$ cat config.mk
export PLATFORM = sky130hd
export DESIGN_NAME = multiplier_controller
export DESIGN_NICKNAME = d
export VERILOG_FILES = /design/src/rtl/multiplier_pkg.sv /design/src/rtl/multiplier_controller.sv
export SDC_FILE = /design/constraint.sdc
export NUM_CORES = 1
export LEC_CHECK = 0
export ABC_AREA = 1
export BUFFER_PORTS_ARGS = -buffer_cell sky130_fd_sc_hd__buf_4
export CORE_AREA = 3 3 40 42
export CTS_CLUSTER_SIZE = 16
export DETAILED_ROUTE_END_ITERATION = 10
export DIE_AREA = 0 0 43 45
export SYNTH_ARGS = -nofsm -noshare
export SYNTH_HDL_FRONTEND = slang
export SYNTH_SLANG_ARGS = --single-unit
export TNS_END_PERCENT = 5
$ cat constraint.sdc
create_clock -name clock -period 0.8 [get_ports clock]
set_input_delay 0.08 -clock clock [delete_from_list [all_inputs] [get_ports clock]]
set_output_delay 0.08 -clock clock [all_outputs]
set_load 0.005 [all_outputs]
$ cat src/rtl/multiplier_pkg.sv
// Shared types and constants for the shift-add multiplier controller.
// Optional feature macro: MULTIPLIER_SINGLE_CYCLE_STEP_EN (selects the merged STEP state).
package multiplier_pkg;

  localparam int MULTIPLIER_DEFAULT_WIDTH = 4;

  // STEP is only reachable when MULTIPLIER_SINGLE_CYCLE_STEP_EN is defined.
  typedef enum logic [2:0] {
    IDLE  = 3'd0,
    LOAD  = 3'd1,
    ADD   = 3'd2,
    SHIFT = 3'd3,
    DONE  = 3'd4,
    STEP  = 3'd5
  } multiplier_state_t;

endpackage

$ cat src/rtl/multiplier_controller.sv
// Sequencing FSM for the shift-add multiplier: handshakes, datapath strobes, completion.
// Define MULTIPLIER_SINGLE_CYCLE_STEP_EN to merge ADD and SHIFT into one STEP state.
module multiplier_controller
  import multiplier_pkg::*;
#(
  parameter int N = MULTIPLIER_DEFAULT_WIDTH
) (
  input  logic clock,
  input  logic n_reset,
  input  logic start_valid,
  output logic start_ready,
  input  logic abort,
  input  logic multiplier_lsb,
  input  logic is_zero,
  output logic do_load,
  output logic do_preset,
  output logic do_add,
  output logic do_shift,
  output logic do_decrement,
  output logic busy,
  output logic result_valid,
  input  logic result_ready
);

  // The iteration count lives in the external counter; N only bounds legal widths here.
  generate
    if (N < 32'sd2) begin : g_width_check
      $error("multiplier_controller: N must be at least 2");
    end
  endgenerate

  multiplier_state_t state_r;
  multiplier_state_t next_state_s;

  // State register with synchronous active-low reset.
  always_ff @(posedge clock) begin
    if (!n_reset) begin
      state_r <= IDLE;
    end else begin
      state_r <= next_state_s;
    end
  end

  // Next-state and strobe decode; abort outside IDLE forces IDLE with all strobes low.
  always_comb begin
    next_state_s = state_r;
    do_load      = 1'b0;
    do_preset    = 1'b0;
    do_add       = 1'b0;
    do_shift     = 1'b0;
    do_decrement = 1'b0;
    if (state_r == IDLE) begin
      if (start_valid) begin
        next_state_s = LOAD;
      end else begin
        next_state_s = IDLE;
      end
    end else if (abort) begin
      next_state_s = IDLE;
    end else begin
      case (state_r)
        LOAD: begin
          do_load   = 1'b1;
          do_preset = 1'b1;
`ifdef MULTIPLIER_SINGLE_CYCLE_STEP_EN
          next_state_s = STEP;
`else
          next_state_s = ADD;
`endif
        end
`ifdef MULTIPLIER_SINGLE_CYCLE_STEP_EN
        STEP: begin
          do_add       = multiplier_lsb;
          do_shift     = 1'b1;
          do_decrement = ~is_zero;
          if (is_zero) begin
            next_state_s = DONE;
          end else begin
            next_state_s = STEP;
          end
        end
`else
        ADD: begin
          do_add       = multiplier_lsb;
          next_state_s = SHIFT;
        end
        SHIFT: begin
          do_shift = 1'b1;
          // The last shift happens with the counter already at zero, giving N iterations.
          if (is_zero) begin
            next_state_s = DONE;
          end else begin
            do_decrement = 1'b1;
            next_state_s = ADD;
          end
        end
`endif
        DONE: begin
          if (result_ready) begin
            next_state_s = IDLE;
          end else begin
            next_state_s = DONE;
          end
        end
        default: begin
          next_state_s = IDLE;
        end
      endcase
    end
  end

  // Handshake and status flags decode from state alone.
  always_comb begin
    start_ready  = 1'b0;
    busy         = 1'b0;
    result_valid = 1'b0;
    case (state_r)
      IDLE: begin
        start_ready = 1'b1;
      end
      LOAD, ADD, SHIFT, STEP: begin
        busy = 1'b1;
      end
      DONE: begin
        busy         = 1'b1;
        result_valid = 1'b1;
      end
      default: begin
        busy = 1'b0;
      end
    endcase
  end

endmodule
==> results.yml <==
run_status:
  run_status: "finished, violations left"
  failing_checks: "setup timing"
synthesis:
  netlist.top_cell.by_area: "sky130_fd_sc_hd__dfxtp_1"
  synth.ff_latch_count: 3
  ys_seq_area_share_pct: 26.1
  netlist.area_leader.share_pct: 26.1
  mappedNetlistNets: 43
  syn-mean-instance-area_um2: 6.40
  synthesis.area_um2: 230
  synth_cells: 36
  count_of_synthesis_stage_warnings_from_yosys: 0
  area_contributors_post_synth: "sky130_fd_sc_hd__dfxtp_1 (26%), sky130_fd_sc_hd__inv_1 (8.2%), sky130_fd_sc_hd__nand2_1 (8.2%), sky130_fd_sc_hd__nor2_1 (8.2%), sky130_fd_sc_hd__nand3_1 (6.5%)"
  number_of_distinct_library_cell_variants_in_the_gate_level_netlist_after_synthesis: 17
setup_path:
  critical-path-max-stage-delay_ns: 0.36
  cp-start-kind: "register"
  cp.arrival_ns: 1.06
  timing.rr.start: "state_r[0]"
  critical_path.cell_chain: "nor2_4 > nand2_2 > nand2_1 > nor2_1 > buf_4"
  worst_ep_required_ns: 0.72
  reg2reg_slack_ns: -0.06
  worst_path_class_setup: "reg2out"
  critical_path.slowest_cell: "sky130_fd_sc_hd__dfxtp_4"
  cp-end-kind: "primary output"
  timing.rr.end: "state_r[1]"
  worst-path-max-fanout: 5
  worst_r2r_path_depth: 5
clock_network:
  hold_buffers: 0
  tritoncts_num_sinks: 3
  cts-htree-levels: 1
  clk_root_buffer_cell: "sky130_fd_sc_hd__clkbuf_4"
  clock_tree.buffer_depth: 2
  tritoncts: "built"
  worst_skew_pair.late_latency_ns: 0.24
  clk_transition_reported_paths_ns: 0.04
  number_of_buffers_created_by_cts: 3
cells_and_area:
  largest_registers: "state_r x3"
  n_fill_cell: 150
  post_layout_utilization_of_the_core_pct: 33.3
  largest_reg_flops: 3
  layout-drive-gt1-share_pct: 65.5
  most-common-layout-cells: "sky130_fd_sc_hd__buf_4 (15), sky130_fd_sc_hd__nand2_1 (5)"
  num_antenna_cells: 0
  regMostFlops: "state_r"
  finalInstanceArea_um2: 428
  synthToLayoutAreaGrowth_pct: 85.9
  nNetsFinal: 63
  most_common_library_cell_in_the_layout_ignoring_fill_and_taps: "sky130_fd_sc_hd__buf_4"
placed_design:
  placement.cell_area_um2: 370
  routabilityCongestion: 0.703
  io_buffers: 14
  placement.setup.worst_slack_ns: -0.117
  detailed_place_hpwl_um: 500
floorplanning:
  top_level_ports: 15
  die_width_um: 43
  floorplan.initialDensity_pct: 17.9
  dieArea_mm2: 0.00194
  dieHeight_um: 45
  core_mm2: 0.00128
  number_of_placement_rows: 13
sta:
  unrepaired_setup_endpoints_after_global_routing: "true"
  timing.final.max_slew_violations: 0
  post-route-period-util_pct: 142
  worst_slew_pin_slew_ns: 0.201
  setup_viol_count_final: 10
  final.setup.worst_slack_ns: -0.335
  hold_violation_total_from_the_final_report: 0
  slew_headroom_pct: 86.5
  max_freq_ghz: 0.881
  period_needed_ns: 1.14
  worst_clock_skew_ns: 0.00827
detailed_routing:
  detail_route.wl_per_cell_um: 9.50
  initialDrtViolationCount: 4
  via_per_inst: 4.19
  drc: 0
  first_pass_iters: 4
  postRouteWirelength_um: 665
  route.vias.total: 293
  drt.antenna.violating_nets: 0
pwr:
  vdd.ir_drop.worst_uv: 495
  totalPowerFinal_uw: 522
  cellPowerDensity_mw_per_mm2: 1220
  leakagePower_nw: 0.196
min_path:
  holdCritPathClass: "in2reg"
  holdPathStages: 2
  timing.hold.worst_endpoint: "state_r[0]"
  hold_path.startpoint: "n_reset"
grt:
  grt_max_degree: 7
  antenna_found_initial: 0
  globalRoute.totalOverflow: 0
  first_global_vias: 280
  grt_pass1_wl_um: 1150
  grt_usage_pct: 8.32
run:
  maxCapViolCount: 0
final cells by class:
class	count	area (um^2)	area share (%)
clock buffer	4	26.3	6.14
inverter	7	28.8	6.73
sequential	3	71.3	16.7
timing repair buffer	16	124	28.9
multi-input combinational	25	159	37.1
tap	15	18.8	4.39
where the power goes:
| part | total (mW) | switching [mW] | internal, mW |
|---|---|---|---|
| logic | 0.0909 | 0.0387 | 0.0522 |
| clock network | 0.277 | 0.0893 | 0.188 |
| registers | 0.154 | 0.00731 | 0.146 |
stage by stage:
step	hold slack, ns	setup TNS [ns]	cells
after floorplan	0.182	-0.0107	36
after global placement	0.341	-0.530	65
after detailed placement	0.340	-0.729	65
after CTS	0.0861	-2.62	69
after global routing	0.102	-3.24	70
final	0.0977	-2.46	70
what timing repair did:
item                       CTS  global route
setup buffers                0             1
resized for setup            3             6
setup endpoints to repair   11            11
cloned                       0             0
pin swaps                    1             4
synthesized netlist by cell type, drive strengths merged:
library cell  instances
dfxtp                 3
a21boi                1
inv                   7
nand4                 1
o211ai                1
nor3                  2
nor2                  7
nand2                 7
buf                   1
a21oi                 1
nand3b                1
nand3                 4
worst max path at each step:
| stage | start | end | cells past startpoint |
|---|---|---|---|
| final | state_r[1] | do_add | 5 |
| after detailed placement | state_r[0] | do_add | 5 |
| after CTS | state_r[1] | do_decrement | 5 |
| after floorplan | state_r[2] | do_preset | 4 |
| after global routing | state_r[2] | do_add | 4 |
| after global placement | state_r[0] | busy | 4 |
critical path, delay by kind of cell (launching register included):
family,cells,cell delay (ns)
buf+inv,1,0.13
flops,1,0.36
simple gates,4,0.33
metal layers:
layer | up-vias | GRT usage [%] | share of wire, %
met1 | 128 | 9.13 | 41
met2 | 11 | 12.9 | 49
met5 | - | 0 | 0
met4 | 0 | 7.23 | 0.60
li1 | 152 | - | -
met3 | 2 | 2.79 | 9.0
cell families after synthesis:
| family | count (synthesis) | synth area share (%) |
|---|---|---|
| buffers and inverters | 8 | 14.7 |
| AO/OA/AOI/OAI | 3 | 8.70 |
| AND/OR/NAND/NOR | 22 | 50.5 |
| flip-flops | 3 | 26.1 |
No activity file was read; power rests on OpenSTA's default activity.
